File: config.mk
export PLATFORM = sky130hd
export DESIGN_NAME = cast5_sbox_arb
export DESIGN_NICKNAME = d
export VERILOG_FILES = /design/src/rtl/cast5_sbox_arb.sv
export SDC_FILE = /design/constraint.sdc
export NUM_CORES = 1
export LEC_CHECK = 0
export ABC_AREA = 1
export CAP_MARGIN = 5
export CORE_AREA = 2 2 188 190
export DETAILED_ROUTE_END_ITERATION = 8
export DIE_AREA = 0 0 190 192
export PLACE_DENSITY_LB_ADDON = 0.12
export SYNTH_ARGS = -nofsm -noshare
export SYNTH_HDL_FRONTEND = slang
export SYNTH_SLANG_ARGS = --single-unit
File: constraint.sdc
create_clock -name i_clk -period 4.2 [get_ports i_clk]
set_clock_uncertainty 0.2 [all_clocks]
set_input_delay 0.63 -clock i_clk [delete_from_list [all_inputs] [get_ports i_clk]]
set_output_delay 0.63 -clock i_clk [all_outputs]
set_load 0.03 [all_outputs]
File: src/rtl/cast5_sbox_arb.sv
// cast5_sbox_arb: shares one CAST5 S-box lookup path between key expansion
// and the round datapath. Key expansion is served combinationally with
// absolute priority; the datapath gets a registered, block-long grant that
// is bounded by a hold counter.
module cast5_sbox_arb #(
    parameter int unsigned P_HOLD_MAX = 64,
    parameter int unsigned P_CNT_W    = 7
) (
    input  logic           i_clk,
    input  logic           i_rst,
    input  logic           i_key_use,
    input  logic [31:0]    i_key_din,
    output logic [127:0]   o_key_dout,
    output logic           o_key_rdy,
    input  logic           i_dat_req,
    output logic           o_dat_gnt,
    input  logic [31:0]    i_dat_din,
    output logic [127:0]   o_dat_dout,
    input  logic           i_dat_done,
    output logic [31:0]    o_sbox_din,
    input  logic [127:0]   i_sbox_dout,
    input  logic           i_clr,
    output logic           o_err,
    output logic           o_timeout
);

    typedef enum logic [1:0] {
        ST_IDLE = 2'd0,
        ST_KEY  = 2'd1,
        ST_DATA = 2'd2
    } state_t;

    localparam logic [P_CNT_W-1:0] HOLD_LAST = P_CNT_W'(P_HOLD_MAX - 1);

    state_t             state;
    logic               pend;
    logic [P_CNT_W-1:0] hold_cnt;
    logic               dat_gnt_q;
    logic               err_q;
    logic               timeout_q;
    logic               key_sel;
    logic               dat_sel;

    // Owner select and S-box routing; key is served in its very first cycle
    always_comb begin
        key_sel    = (state == ST_KEY) || ((state == ST_IDLE) && i_key_use);
        dat_sel    = (state == ST_DATA);
        o_sbox_din = '0;
        if (key_sel) begin
            o_sbox_din = i_key_din;
        end else if (dat_sel) begin
            o_sbox_din = i_dat_din;
        end
        o_key_dout = key_sel ? i_sbox_dout : '0;
        o_dat_dout = dat_sel ? i_sbox_dout : '0;
        o_key_rdy  = (state != ST_DATA) &&
                     !((state == ST_IDLE) && i_dat_req && !i_key_use);
    end

    // Arbitration FSM with registered grant, hold counter and sticky flags
    always_ff @(posedge i_clk) begin
        if (i_rst) begin
            state     <= ST_IDLE;
            pend      <= 1'b0;
            hold_cnt  <= '0;
            dat_gnt_q <= 1'b0;
            err_q     <= 1'b0;
            timeout_q <= 1'b0;
        end else begin
            // Clear first so a same-cycle set below takes precedence
            if (i_clr) begin
                err_q     <= 1'b0;
                timeout_q <= 1'b0;
            end
            if ((state == ST_DATA) && i_key_use) begin
                err_q <= 1'b1;
            end

            case (state)
                ST_IDLE: begin
                    if (i_key_use) begin
                        state <= ST_KEY;
                    end else if (i_dat_req) begin
                        state     <= ST_DATA;
                        dat_gnt_q <= 1'b1;
                        hold_cnt  <= '0;
                        pend      <= 1'b0;
                    end
                end
                ST_KEY: begin
                    if (i_key_use) begin
                        if (i_dat_req) begin
                            pend <= 1'b1;
                        end
                    end else if (i_dat_req || pend) begin
                        state     <= ST_DATA;
                        dat_gnt_q <= 1'b1;
                        hold_cnt  <= '0;
                        pend      <= 1'b0;
                    end else begin
                        state <= ST_IDLE;
                    end
                end
                ST_DATA: begin
                    // done outranks the timeout so a coincident done is clean
                    if (i_dat_done) begin
                        state     <= ST_IDLE;
                        dat_gnt_q <= 1'b0;
                    end else if (hold_cnt == HOLD_LAST) begin
                        state     <= ST_IDLE;
                        dat_gnt_q <= 1'b0;
                        timeout_q <= 1'b1;
                    end else if (!i_dat_req) begin
                        state     <= ST_IDLE;
                        dat_gnt_q <= 1'b0;
                    end else if (hold_cnt != '1) begin
                        hold_cnt <= hold_cnt + P_CNT_W'(1);
                    end
                end
                default: begin
                    state     <= ST_IDLE;
                    dat_gnt_q <= 1'b0;
                end
            endcase
        end
    end

    assign o_dat_gnt = dat_gnt_q;
    assign o_err     = err_q;
    assign o_timeout = timeout_q;

endmodule

==> flow_metrics.tcl, run 1 <==
set metrics [dict create \
    chipWidth_um 190 \
    crit_path_end_kind "primary output" \
    cellLeakagePower_nw 3.69 \
    synth_nets 828 \
    start_util 0.0791 \
    gp_congestion 0.756 \
    synth_cell_types 21 \
    drc 0 \
    first_iter_violations 170 \
    synth-seq-cells 13 \
    period_minus_slack_ns 3.51 \
    cts_hold_buffers 0 \
    root_buffer "clkbuf_16" \
    port_buffers 489 \
    cp-start-kind "primary input" \
    final.setup.worst_slack_ns 0.690 \
    min_to "o_dat_gnt" \
    stdcell_count 1552 \
    cp_max_fo 74 \
    vias_per_cell 3.33 \
    layout_commonest_cell "clkdlybuf4s50_1" \
    cts_tree "built" \
    yosys-top-cells-area "nor2_1 (38%), inv_1 (24%), dfxtp_1 (9.6%)" \
    core_area_sq_um 34300 \
    cp.arrival_ns 2.68 \
    final_cell_mix "clkdlybuf4s50_1 (483), nor2_1 (275), inv_1 (171), nand2_1 (66), o21ai_0 (36)" \
    cts_max_level 1 \
    p_per_area_nw_per_um2 202 \
    clk_path_buf_depth 2 \
    drt_pre_antenna_iters 4 \
    final_cell_area_sq_um 8220 \
    crit_required_ns 3.37 \
    ctsResizeCount 0 \
    syn_area_sq_um 2710 \
    dpl.hpwl_um 19900 \
    cts_setup_buffers 0 \
    ios 490 \
    wl_um 23600 \
    numCtsBuffers 3 \
    finalCritPeriodShare 0.836 \
    fin_hold_ws_ns 0.268 \
    hp-start "o_dat_gnt" \
    antenna_found_initial 1 \
    yosysTopAreaCell "nor2_1" \
    yosysWarnings 0 \
    hold_viol_final 0 \
    grt_pass1_wl_um 32200 \
    grt_pass1_vias 5064 \
    rows 68 \
    peakVddDrop_mv 0.106 \
    rsz0062_at_grt "false" \
    die_area_sq_um 36500 \
    drv_slew 0 \
    grt_use_total 0.117 \
    post-place-ws_ns 0.658 \
    reg2reg_depth 10 \
    antenna_left 0 \
    cts_sinks 13 \
    grt_max_degree 75 \
    maxCapViolCount 0 \
    dpl_cell_area_sq_um 8140 \
    crit_type "primary input to primary output" \
    r2r_start "state[1]" \
    tns_ns 0 \
    ff2ff_setup_slack_ns 2.26 \
    finalSetupViolCount 0 \
    layout.nets 1297 \
    fmax_ghz 0.285 \
    wl_per_cell_um 15.2 \
    layout-drive-gt1-share 0.0246 \
    tightestPinTransition_ns 0.618 \
    status "finished, final reports clean" \
    area_growth_pct 203 \
    diodes 0 \
    synth_top_cell_area_share 0.380 \
    min_path_type "flip-flop to flip-flop" \
    clk_pin_slew_ns 0.05 \
    dp.cells 1548 \
    ys_seq_area_frac 0.0959 \
    max_slew_margin 0.588 \
    grt-ovfl-total 0 \
    rr_endpoint "hold_cnt[5]" \
    syn_area_per_cell_sq_um 4.31 \
    die_h_um 192 \
    netlist_instances 629 \
    clk_latency_ns 0.25 \
    hold_path_depth 2 \
    via_count 5171 \
]
-- cell usage after synthesis (all sizes together) --
master / number
a21oi: 13
a31oi: 1
buf: 26
clkbuf: 10
dfxtp: 13
ha: 1
inv: 173
nand2: 66
nand3: 6
nand4: 4
nor2: 276
nor3b: 1
o21ai: 37
or2: 1
or3: 1
-- area by class of cell --
class                   instances  area [sq um]
clock buffers                   3          75.1
clock inverters                 1          5.00
fillers                      3869         26100
inverters                     173           652
multi-input cells             407          1650
flip-flops and latches         13           260
well taps                     455           569
repair buffers                500          5010
-- per-stage QoR --
step	power [mW]	utilization
final	1.66	0.240
after global routing	1.76	0.240
after CTS	1.69	0.240
after detailed placement	1.50	0.237
after global placement	1.50	0.237
after floorplan	0.800	-
-- layer usage --
layer	vias to the layer above	track usage	wire length, um
met5	-	0	13
met4	2	0.00626	42
met3	7	0.0331	2090
met2	267	0.229	12400
met1	2209	0.130	9040
li1	2686	-	-
-- report_power, final --
group	internal, mW	switching (mW)	total (mW)
Sequential	0.132	0.00973	0.142
Combinational	0.566	0.768	1.33
Clock	0.127	0.0608	0.188
Total	0.826	0.839	1.66
-- registers in the layout (all words and copies together) (netlist names) --
name,cells
hold_cnt,7
o_dat_gnt,1
o_err,1
o_timeout,1
pend,1
state,2
-- worst max path at each step --
stage	to	start	slack, ns
6_report	o_key_dout[55]	i_key_use	0.69
4_1_cts	o_key_dout[50]	i_key_use	0.65
2_1_floorplan	o_sbox_din[29]	i_key_use	1.72
5_1_grt	o_key_dout[82]	i_key_use	0.55
3_3_place_gp	o_sbox_din[10]	i_key_use	0.69
3_5_place_dp	o_key_dout[50]	i_key_use	0.66
-- worst max-delay path, stage by stage --
cell and delay (ns):
clkdlybuf4s50_1 0.54, o21ai_4 0.37, buf_12 0.31, nor2_1 0.08
clkdlybuf4s50_1 0.66
-- cells by family (layout without fill, tap and decap cells) --
logic type / count (synthesis) / in the layout / synth area share
buffers and inverters: 209 / 677 / 0.302
AO/OA/AOI/OAI: 51 / 51 / 0.0945
adder cells (fa/ha/maj): 1 / 1 / 0.00461
AND/OR/NAND/NOR: 355 / 355 / 0.503
flip-flops: 13 / 13 / 0.0959
Note: power is estimated with default switching activity, not from simulation.
==> inputs of run 2 (changes only) <==
- CORE_AREA: 2 2 188 190 -> 2 2 190 192
- DIE_AREA: 0 0 190 192 -> 0 0 192 194
- clock period: 4.2 -> 3 ns (I/O delays scaled with it)
==> run 2 against run 1 <==
Effect of this change:
- utilization decreased by 1.4 points
- hold slack lost 0.0084 ns
- critical endpoint is now o_key_dout[76]
- final cell count up 0.52%
- critical path depth increased by 1
- first-iteration DRC count down 23%
- total power grew 41%
- sequential power grew 39%
- die area rose by 2.1%
==> flow_metrics.tcl, run 2 (synthesized netlist as in run 1, its figures left out) <==
set metrics [dict create \
    max_slew_margin 0.714 \
    clk_path_buf_depth 2 \
    final_core_util 0.226 \
    wl_per_cell_um 14.5 \
    vias_per_cell 3.33 \
    reg2reg_depth 10 \
    crit_path_top_delay_cell "clkdlybuf4s50_1" \
    crit_path_end_kind "primary output" \
    cts_max_level 1 \
    drt_pre_antenna_iters 5 \
    p_total_mw 2.34 \
    cts_hold_buffers 0 \
    port_buffers 489 \
    peakVddDrop_mv 0.176 \
    area_growth_pct 193 \
    ctsResizeCount 0 \
    layout_commonest_cell "nor2_1" \
    final_cell_mix "nor2_1 (275), clkdlybuf4s50_1 (274), buf_4 (205), inv_1 (171), nand2_1 (66)" \
    grt_pass1_vias 5224 \
    hp-start "o_dat_gnt" \
    rsz0062_at_grt "false" \
    tightestPinTransition_ns 0.424 \
    crit_type "primary input to primary output" \
    grt-ovfl-total 0 \
    layout-drive-gt1-share 0.216 \
    layout.nets 1299 \
    tns_ns 0 \
    drc 0 \
    finalSetupViolCount 0 \
    final_cell_area_sq_um 7960 \
    die_h_um 194 \
    cp-start-kind "primary input" \
    core_area_sq_um 35200 \
    cellLeakagePower_nw 4.13 \
    via_count 5197 \
    cp.arrival_ns 2.24 \
    clk_pin_slew_ns 0.05 \
    largestRegisters "hold_cnt x7, state x2" \
    antenna_found_initial 0 \
    cpPeakStageDelay_ns 0.69 \
    gp_congestion 0.784 \
    numCtsBuffers 3 \
    start_util 0.0770 \
    hold_viol_final 0 \
    crit_required_ns 2.35 \
    dpl.hpwl_um 19200 \
    path_cells "clkdlybuf4s50_1 -> o21ai_4 -> buf_12 -> buf_12 -> nor2_1 -> clkdlybuf4s50_1" \
    dpl_cell_area_sq_um 7880 \
    cts_setup_buffers 0 \
    largest_register "hold_cnt" \
    final.setup.worst_slack_ns 0.105 \
    maxCapViolCount 0 \
    period_minus_slack_ns 2.89 \
    antenna_left 0 \
    drv_slew 0 \
    grt_max_degree 66 \
    clk_latency_ns 0.24 \
    chipWidth_um 192 \
    first_iter_violations 131 \
    largest_register_ffs 7 \
    fmax_ghz 0.345 \
    post-place-ws_ns 0.113 \
    critPathLaunch "i_key_use" \
    cp_max_fo 33 \
    diodes 0 \
    grt_pass1_wl_um 31900 \
    cts_tree "built" \
    grt_use_total 0.111 \
    finalCritPeriodShare 0.965 \
    die_area_sq_um 37200 \
    min_path_type "flip-flop to flip-flop" \
    root_buffer "clkbuf_16" \
    p_per_area_nw_per_um2 295 \
    cts_sinks 13 \
    wl_um 22600 \
    r2r_start "hold_cnt[0]" \
    hold_path_depth 2 \
    ios 490 \
    rows 69 \
    status "finished, final reports clean" \
]
## run 2: worst paths after layout
kind,end,slack (ns)
worst min-delay path,o_dat_gnt,0.26
worst max register to register,hold_cnt[5],1.23
worst max-delay path,o_key_dout[76],0.11
worst min register to register,o_dat_gnt,0.26
## run 2: cell type report
| class | instances | area (sq um) |
|---|---|---|
| Fill cell | 4063 | 27300 |
| Timing Repair Buffer | 502 | 4740 |
| Multi-Input combinational cell | 407 | 1650 |
| Inverter | 173 | 652 |
| Tap cell | 461 | 577 |
| Sequential cell | 13 | 260 |
| Clock buffer | 4 | 78.8 |
## run 2: per-layer routing
| layer | vias to the layer above | GRT usage | part of all wire | wire (um) |
|---|---|---|---|---|
| met3 | 14 | 0.0326 | 0.10 | 2310 |
| li1 | 2691 | - | - | - |
| met5 | - | 0 | 0 | 0 |
| met1 | 2215 | 0.118 | 0.38 | 8470 |
| met4 | 0 | 0.0127 | 0.011 | 239 |
| met2 | 277 | 0.218 | 0.51 | 11500 |
## run 2: stage by stage
| step | hold WS, ns | cells |
|---|---|---|
| 2_1_floorplan | 0.244 | 629 |
| 3_3_place_gp | 0.254 | 1556 |
| 3_5_place_dp | 0.255 | 1556 |
| 4_1_cts | 0.265 | 1560 |
| 5_1_grt | 0.292 | 1560 |
| 6_report | 0.260 | 1560 |
## run 2: report_power, final
| group | internal [mW] | total, mW | switching [mW] |
|---|---|---|---|
| combinational | 0.791 | 1.88 | 1.09 |
| sequential | 0.185 | 0.198 | 0.0129 |
| clock | 0.180 | 0.262 | 0.0823 |
## run 2: worst max-delay path, delay by kind of cell
family,cells,cell delay [ns]
AO/OA/AOI/OAI,1,0.09
AND/OR/NAND/NOR,1,0.11
buffers and inverters,4,1.56
==> inputs of run 3 (changes only) <==
- REMOVE_ABC_BUFFERS: not set -> 1
==> run 3 against run 2 <==
Effect of this change:
- final area shrank 0.31%
- flip-flop and latch count unchanged
- hold slack better by 0.016 ns
- wire length is 0.98% lower
- first-iteration DRC count shrank 24%
- critical path depth did not move
- sequential share of layout area barely moved
- die area stayed put
- non-clock buffer count is 1 lower
- worst setup slack got worse by 0.025 ns
- global-route usage shrank 0.12 points
- largest cell class unchanged
==> flow_metrics.tcl, run 3 (synthesized netlist as in run 1, its figures left out) <==
set metrics [dict create \
    via_count 5175 \
    wl_per_cell_um 14.3 \
    cp_max_fo 27 \
    r2r_start "state[1]" \
    largest_register "hold_cnt" \
    maxCapViolCount 0 \
    path_cells "clkdlybuf4s50_1 -> o21ai_4 -> buf_12 -> buf_12 -> nor2_1 -> clkdlybuf4s50_1" \
    gp_congestion 0.814 \
    ios 490 \
    die_area_sq_um 37200 \
    hp-start "o_dat_gnt" \
    wl_met1_um 8040 \
    core_area_sq_um 35200 \
    ctsResizeCount 0 \
    area_growth_pct 192 \
    drv_slew 0 \
    vias_per_cell 3.32 \
    grt-ovfl-total 0 \
    largestRegisters "hold_cnt x7, state x2" \
    first_iter_violations 100 \
    antenna_left 0 \
    max_slew_margin 0.752 \
    cp.arrival_ns 2.27 \
    min_path_type "flip-flop to flip-flop" \
    start_util 0.0770 \
    layout-drive-gt1-share 0.152 \
    fillerInstances 4077 \
    clk_latency_ns 0.24 \
    grt_pass1_vias 5283 \
    tightestPinTransition_ns 0.371 \
    drt_pre_antenna_iters 4 \
    dpl.hpwl_um 19200 \
    final_core_util 0.225 \
    root_buffer "clkbuf_16" \
    antenna_found_initial 0 \
    cts_hold_buffers 0 \
    cellLeakagePower_nw 4.00 \
    die_h_um 194 \
    period_minus_slack_ns 2.92 \
    fmax_ghz 0.343 \
    p_per_area_nw_per_um2 289 \
    numCtsBuffers 3 \
    rows 69 \
    layout.nets 1298 \
    dr_wl_met3_um 2310 \
    crit_type "primary input to primary output" \
    chipWidth_um 192 \
    critPathLaunch "i_key_use" \
    routed.top_layer "met4" \
    port_buffers 489 \
    wl_met2_um 11700 \
    status "finished, final reports clean" \
    cts_tree "built" \
    clk_path_buf_depth 2 \
    diodes 0 \
    clk_pin_slew_ns 0.05 \
    finalSetupViolCount 0 \
    cp-start-kind "primary input" \
    grt_use_total 0.110 \
    rsz0062_at_grt "false" \
    crit_required_ns 2.35 \
    stdcell_count 1559 \
    crit_path_end_kind "primary output" \
    cpPeakStageDelay_ns 0.61 \
    drc 0 \
    wl_um 22300 \
    finalCritPeriodShare 0.973 \
    layout_commonest_cell "clkdlybuf4s50_1" \
    final_cell_mix "clkdlybuf4s50_1 (341), nor2_1 (275), inv_1 (171), buf_4 (151), nand2_1 (66)" \
    peakVddDrop_mv 0.158 \
    hold_viol_final 0 \
    dp.cells 1555 \
    cts_setup_buffers 0 \
    cts_sinks 13 \
    crit_path_top_delay_cell "clkdlybuf4s50_1" \
    grt_max_degree 71 \
    grt_pass1_wl_um 31400 \
    cts_max_level 1 \
    largest_register_ffs 7 \
]
run 3: layer usage:
layer / vias to the layer above / GRT usage
met3: 12 / 0.0338
met2: 286 / 0.222
met1: 2184 / 0.110
met4: 0 / 0.0136
li1: 2693 / -
met5: - / 0
run 3: where the power goes:
part | switching [mW] | internal, mW
sequential | 0.0139 | 0.185
combinational | 1.06 | 0.771
clock | 0.0795 | 0.180
total | 1.16 | 1.14
run 3: metrics by stage:
stage                     TNS, ns  worst slack [ns]  hold WS, ns  total power, mW  area, sq um
after floorplan           -720.57             -4.79        0.244             1.10         2540
after global placement          0             0.112        0.268             2.07         7850
after detailed placement        0            0.0622        0.273             2.06         7850
after CTS                       0            0.0570        0.289             2.34         7930
after global routing            0           0.00208        0.296             2.43         7930
final                           0            0.0809        0.276             2.29         7930
run 3: worst max-delay path, delay by kind of cell:
family          cells  cell delay (ns)
buf+inv             4             1.46
compound gates      1             0.27
simple gates        1             0.05
run 3: final timing paths:
| kind | to | slack, ns | depth (start not counted) |
|---|---|---|---|
| setup / recovery | o_key_dout[16] | 0.08 | 6 |
| hold / removal | o_dat_gnt | 0.28 | 2 |
| setup reg to reg | o_timeout | 1.09 | 7 |
| hold reg to reg | o_dat_gnt | 0.28 | 2 |
run 3: layout make-up:
type,count,area (sq um),area share
repair buffers,501,4710,0.594
multi-input cells,407,1650,0.208
inverters,173,652,0.0822
well taps,461,577,0.0727
flip-flops and latches,13,260,0.0328
clock buffers,4,78.8,0.00994
